--- src/rtl/cep_encoder_tx.sv ---
// CEP packet encoder: packs header fields and payload words into one wide packet
// and queues it for a ready/valid consumer. Optional macro: CEP_ENCODER_TX_STATS_EN.
`ifndef CEP_DEFINES_VH
`define CEP_DEFINES_VH
`define CEP_WORD_WIDTH         64
`define CEP_DATA_WIDTH         512
`define CEP_IS_REQ_WIDTH       1
`define CEP_LAST_SUBLINE_WIDTH 1
`define CEP_SUBLINE_ID_WIDTH   2
`define CEP_MESI_WIDTH         2
`define CEP_MSHRID_WIDTH       8
`define CEP_MSG_TYPE_WIDTH     5
`define CEP_LENGTH_WIDTH       3
`define CEP_DATA_SIZE_WIDTH    3
`define CEP_CACHE_TYPE_WIDTH   1
`define CEP_ADDR_WIDTH         32
`define CEP_SRC_CHIPID_WIDTH   6
`define CEP_IS_REQ             0
`define CEP_LAST_SUBLINE       1
`define CEP_SUBLINE_ID         3:2
`define CEP_MESI               5:4
`define CEP_MSHRID             13:6
`define CEP_MSG_TYPE           18:14
`define CEP_LENGTH             21:19
`define CEP_DATA_SIZE          24:22
`define CEP_CACHE_TYPE         25
`define CEP_ADDR               57:26
`define CEP_SRC_CHIPID         63:58
`endif

module cep_encoder_tx #(
  parameter int DEPTH = 2
) (
  input  logic                                clk,
  input  logic                                rst,
  input  logic                                in_val,
  output logic                                in_rdy,
  input  logic [`CEP_IS_REQ_WIDTH-1:0]        is_request,
  input  logic [`CEP_LAST_SUBLINE_WIDTH-1:0]  last_subline,
  input  logic [`CEP_SUBLINE_ID_WIDTH-1:0]    subline_id,
  input  logic [`CEP_MESI_WIDTH-1:0]          mesi,
  input  logic [`CEP_MSHRID_WIDTH-1:0]        mshrid,
  input  logic [`CEP_MSG_TYPE_WIDTH-1:0]      msg_type,
  input  logic [`CEP_LENGTH_WIDTH-1:0]        length,
  input  logic [`CEP_DATA_SIZE_WIDTH-1:0]     data_size,
  input  logic [`CEP_CACHE_TYPE_WIDTH-1:0]    cache_type,
  input  logic [`CEP_ADDR_WIDTH-1:0]          addr,
  input  logic [`CEP_SRC_CHIPID_WIDTH-1:0]    src_chipid,
  input  logic [7*`CEP_WORD_WIDTH-1:0]        data,
  output logic                                out_val,
  input  logic                                out_rdy,
  output logic [`CEP_DATA_WIDTH-1:0]          out_pkg,
  output logic [15:0]                         stat_req_cnt,
  output logic [15:0]                         stat_resp_cnt
);

  localparam int AW = $clog2(DEPTH);
  localparam int WW = `CEP_WORD_WIDTH;
  localparam logic [AW:0]   DEPTH_C = (AW+1)'(DEPTH);
  localparam logic [AW:0]   OCC_ONE = (AW+1)'(1);
  localparam logic [AW-1:0] PTR_ONE = AW'(1);

  logic [`CEP_DATA_WIDTH-1:0] mem_r [DEPTH];
  logic [AW-1:0]              wr_ptr_r;
  logic [AW-1:0]              rd_ptr_r;
  logic [AW:0]                occ_r;
  logic                       rdy_en_r;
  logic [`CEP_DATA_WIDTH-1:0] pkg_s;
  logic                       push_s;
  logic                       pop_s;

  // rdy_en_r keeps in_rdy low during reset and for the edge that follows it
  assign in_rdy  = rdy_en_r && (occ_r < DEPTH_C);
  assign out_val = (occ_r != {(AW+1){1'b0}});
  assign push_s  = in_val && in_rdy;
  assign pop_s   = out_val && out_rdy;
  assign out_pkg = mem_r[rd_ptr_r];

  // Build the packet image from header fields and payload words
  always_comb begin
    pkg_s = {`CEP_DATA_WIDTH{1'b0}};
    pkg_s[`CEP_IS_REQ]       = is_request;
    pkg_s[`CEP_LAST_SUBLINE] = last_subline;
    pkg_s[`CEP_SUBLINE_ID]   = subline_id;
    pkg_s[`CEP_MESI]         = mesi;
    pkg_s[`CEP_MSHRID]       = mshrid;
    pkg_s[`CEP_MSG_TYPE]     = msg_type;
    pkg_s[`CEP_LENGTH]       = length;
    pkg_s[`CEP_DATA_SIZE]    = data_size;
    pkg_s[`CEP_CACHE_TYPE]   = cache_type;
    pkg_s[`CEP_ADDR]         = addr;
    pkg_s[`CEP_SRC_CHIPID]   = src_chipid;
    if (is_request == 1'b1) begin
      // requests carry only five payload words, starting at slot 3
      for (int k = 0; k < 5; k++) begin
        pkg_s[(k+3)*WW +: WW] = data[k*WW +: WW];
      end
    end else begin
      for (int k = 0; k < 7; k++) begin
        pkg_s[(k+1)*WW +: WW] = data[k*WW +: WW];
      end
    end
  end

  // Queue storage; entries are not reset, stale contents are never visible
  always_ff @(posedge clk) begin
    if (push_s) begin
      mem_r[wr_ptr_r] <= pkg_s;
    end
  end

  // Pointers, occupancy and ready enable
  always_ff @(posedge clk or posedge rst) begin
    if (rst) begin
      wr_ptr_r <= {AW{1'b0}};
      rd_ptr_r <= {AW{1'b0}};
      occ_r    <= {(AW+1){1'b0}};
      rdy_en_r <= 1'b0;
    end else begin
      rdy_en_r <= 1'b1;
      if (push_s) begin
        wr_ptr_r <= wr_ptr_r + PTR_ONE;
      end
      if (pop_s) begin
        rd_ptr_r <= rd_ptr_r + PTR_ONE;
      end
      case ({push_s, pop_s})
        2'b10:   occ_r <= occ_r + OCC_ONE;
        2'b01:   occ_r <= occ_r - OCC_ONE;
        default: occ_r <= occ_r;
      endcase
    end
  end

`ifdef CEP_ENCODER_TX_STATS_EN
  logic [15:0] req_cnt_r;
  logic [15:0] resp_cnt_r;

  // Saturating hand-off counters split by the packet's request bit
  always_ff @(posedge clk or posedge rst) begin
    if (rst) begin
      req_cnt_r  <= 16'h0000;
      resp_cnt_r <= 16'h0000;
    end else if (pop_s) begin
      if (out_pkg[`CEP_IS_REQ] == 1'b1) begin
        if (req_cnt_r != 16'hFFFF) begin
          req_cnt_r <= req_cnt_r + 16'h0001;
        end
      end else begin
        if (resp_cnt_r != 16'hFFFF) begin
          resp_cnt_r <= resp_cnt_r + 16'h0001;
        end
      end
    end
  end

  assign stat_req_cnt  = req_cnt_r;
  assign stat_resp_cnt = resp_cnt_r;
`else
  assign stat_req_cnt  = 16'h0000;
  assign stat_resp_cnt = 16'h0000;
`endif

endmodule

--- config.mk ---
export PLATFORM = sky130hd
export DESIGN_NAME = cep_encoder_tx
export DESIGN_NICKNAME = d
export VERILOG_FILES = /design/src/rtl/cep_encoder_tx.sv
export SDC_FILE = /design/constraint.sdc
export NUM_CORES = 1
export LEC_CHECK = 0
export CAP_MARGIN = 40
export CORE_AREA = 2 2 419 421
export DETAILED_ROUTE_END_ITERATION = 12
export DIE_AREA = 0 0 421 423
export GPL_TIMING_DRIVEN = 0
export PLACE_DENSITY_LB_ADDON = 0.1
export SYNTH_ARGS = -nofsm -noshare
export SYNTH_HDL_FRONTEND = slang
export SYNTH_SLANG_ARGS = --single-unit
--- constraint.sdc ---
create_clock -name clk -period 44 [get_ports clk]
set_input_delay 13.2 -clock clk [delete_from_list [all_inputs] [get_ports clk]]
set_output_delay 13.2 -clock clk [all_outputs]
set_load 0.02 [all_outputs]
==> qor.csv <==
metric,value,unit
fin crit period,16.10,ns
GRT Total Usage,16.59,%
synthesis-stage register bit count,1029,
die width,421,um
die area,178100,sq um
Post-CTS Setup Bufs,0,
fin nets,3889,
"most common cell after layout, fill and taps aside",clkdlybuf4s50_1,
initial antenna violation count,39,
leakage dissipation,20.21,nW
sequential area share after synthesis,72.71,%
Placed Cells incl. Taps,5564,
Vias,24150,
Hold Slack,0.5092,ns
Place WS,27.84,ns
Peak VDD IR,38.83,uV
Crit. End Element,primary output,
Synth area leader,edfxtp_1,
Critical Path AT,2.90,ns
CTS Root Cell,clkbuf_16,
Finished Cell Area,60660,sq um
Syn Inst Count,2144,
Initial Utilization,24.51,%
Net Sw Frac,31.59,%
GPL Wtd Cong,0.7956,
fillers,16460,
Routed WL per cell,26.15,um
clock power share,29.0,%
setup TNS,0,ns
gr ovfl total,0,
Final Max Tran Viols,0,
TritonCTS Sinks,1029,
Slew HR,51.11,%
final worst setup slack,27.90,ns
Max Clock Freq,62.10,MHz
slowest cell delay on critical path,0.69,ns
Area after DPL,56630,sq um
layout cells sized above 1,33.05,%
Port Buffers,1029,
CP max FO,10,
Final period util,36.60,%
Top Ports,1062,
internal power,2.388,mW
Initial DRC Count,1054,
Worst Tran Pin Value,0.7334,ns
CP Launch Type,flop,
Pwr Density,57.54,nW/um^2
Syn Area/Cell,19.80,sq um
Clock Skews,0.02486,ns
worst-skew pair later-pin latency,0.77,ns
Routed WL,151.8,mm
unique cell type count in the Yosys netlist,19,
"antenna viol nets, final",0,
Post-route DRC,0,
fraction of post-synthesis cell area in the top cell type by area,72.42,%
H-tree depth,4,
cts hold-fix bufs,0,
combinational share of power,36.2,%
WS Path Type,reg2out,
Rows,153,
Mapped Area,42460,sq um
Avg Vias per Cell,4.161,
critical path cell sequence,buf_6 -> buf_6 -> buf_6 -> mux2_2 -> clkdlybuf4s50_1,
Worst-path clk slew,0.06,ns
largest net degree at the start of global routing,55,
1st-pass router iterations,4,
final setup vio count,0,
total CTS buffers,131,
synth-to-layout area growth,42.86,%
critical path's slowest cell,clkdlybuf4s50_1,
Total Power,3.490,mW
core area,173200,sq um
Reg power frac,34.8,%
Crit path required time,30.80,ns
"most used cell, CP",buf_6,
RSZ-0062 raised after global routing,no,
maximum root-to-sink buffer count,3,
status,"finished, final reports clean",
chip height,423,um
Synth area leaders,"edfxtp_1 72%, mux2_2 21%, buf_6 2.3%",
Fin. Hold Viols,0,
filler-free cell count of the finished design,5805,
first-pass GRT wire length,207.1,mm
sw power,1.103,mW
most frequent cells in the layout,"1029 x clkdlybuf4s50_1, 1024 x edfxtp_1, 802 x mux2_2, 138 x clkbuf_16, 129 x nor2b_1",
dpl hpwl,115.6,mm
Layout Utilization,35.01,%
max_cap viols,0,
synth warn,0,
number of global-route vias before repair,26590,
Post-CTS Resized,0,
CTS tree,done,
Hold WC Path Type,reg2reg,
-- cell families after synthesis --
logic type / count (synthesis) / share of synthesized area [%]
simple gates: 135 / 1.971
other cells: 2 / 0.01769
xor+xnor: 5 / 0.1032
fa+ha+maj: 1 / 0.02946
buf+inv: 140 / 3.100
flops: 1029 / 72.71
mux: 832 / 22.07
-- worst paths after layout --
kind                               start      endpoint  slack (ns)  cells after the start
worst max-delay path            rd_ptr_r  out_pkg[421]       27.90                      5
worst min-delay path            occ_r[1]      occ_r[1]        0.51                      1
worst max register to register  occ_r[1]  mem_r[0][50]       40.89                     10
worst min register to register  occ_r[1]      occ_r[1]        0.51                      1
max in group asynchronous            rst      rdy_en_r       31.17                      2
min in group asynchronous            rst      occ_r[1]       12.66                      2
-- power by group through the flow --
| stage | combinational [mW] | clock (mW) | sequential, mW |
|---|---|---|---|
| 3_3_place_gp | 1.26 | 0 | 1.37 |
| 3_5_place_dp | 1.29 | 0 | 1.24 |
| 4_1_cts | 1.30 | 1.05 | 1.21 |
| 6_report | 1.26 | 1.01 | 1.21 |
| 2_1_floorplan | 0.651 | 0 | 1.31 |
| 5_1_grt | 1.33 | 1.09 | 1.22 |
-- flip-flops by register name, summed over array words and instances (netlist names) --
register and flops:
occ_r 2, wr_ptr_r 1, rd_ptr_r 1, mem_r 1024, rdy_en_r 1
-- layer usage --
| metal | part of all wire (%) | routed length, um | global-route usage (%) |
|---|---|---|---|
| met3 | 6.6 | 10010 | 5.517 |
| met2 | 53 | 80240 | 30.13 |
| met4 | 4.5 | 6859 | 8.213 |
| met1 | 36 | 54530 | 16.94 |
| met5 | 0.12 | 176 | 0 |
-- cell type report --
class	instances	area [sq um]	area share, %
Multi-Input combinational cell	1006	10400	17.14
Inverter	1	3.754	0.006188
Antenna cell	19	47.55	0.07838
Tap cell	2325	2909	4.796
Clock inverter	51	405.4	0.6683
Timing Repair Buffer	1064	11130	18.35
Sequential cell	1029	30870	50.90
Buffer	139	1314	2.166
Clock buffer	171	3577	5.897
-- synth_stat cells --
cell type  instances
buf_6             86
conb_1             2
or2_2              1
nor2_1             2
mux2_1            30
nor2b_1          129
edfxtp_1        1024
and3_1             1
buf_4             32
mux2_2           802
dfrtp_1            5
nand2_1            1
xor2_1             2
buf_2             20
inv_1              1
xnor2_1            3
ha_1               1
clkbuf_1           1
and2_1             1
-- critical path: cells and delay by family, from the launching register on --
kind | cells | cell delay [ns]
buf+inv | 4 | 1.45
flops | 1 | 0.33
mux | 1 | 0.36
Note: power is estimated with default switching activity, not from simulation.
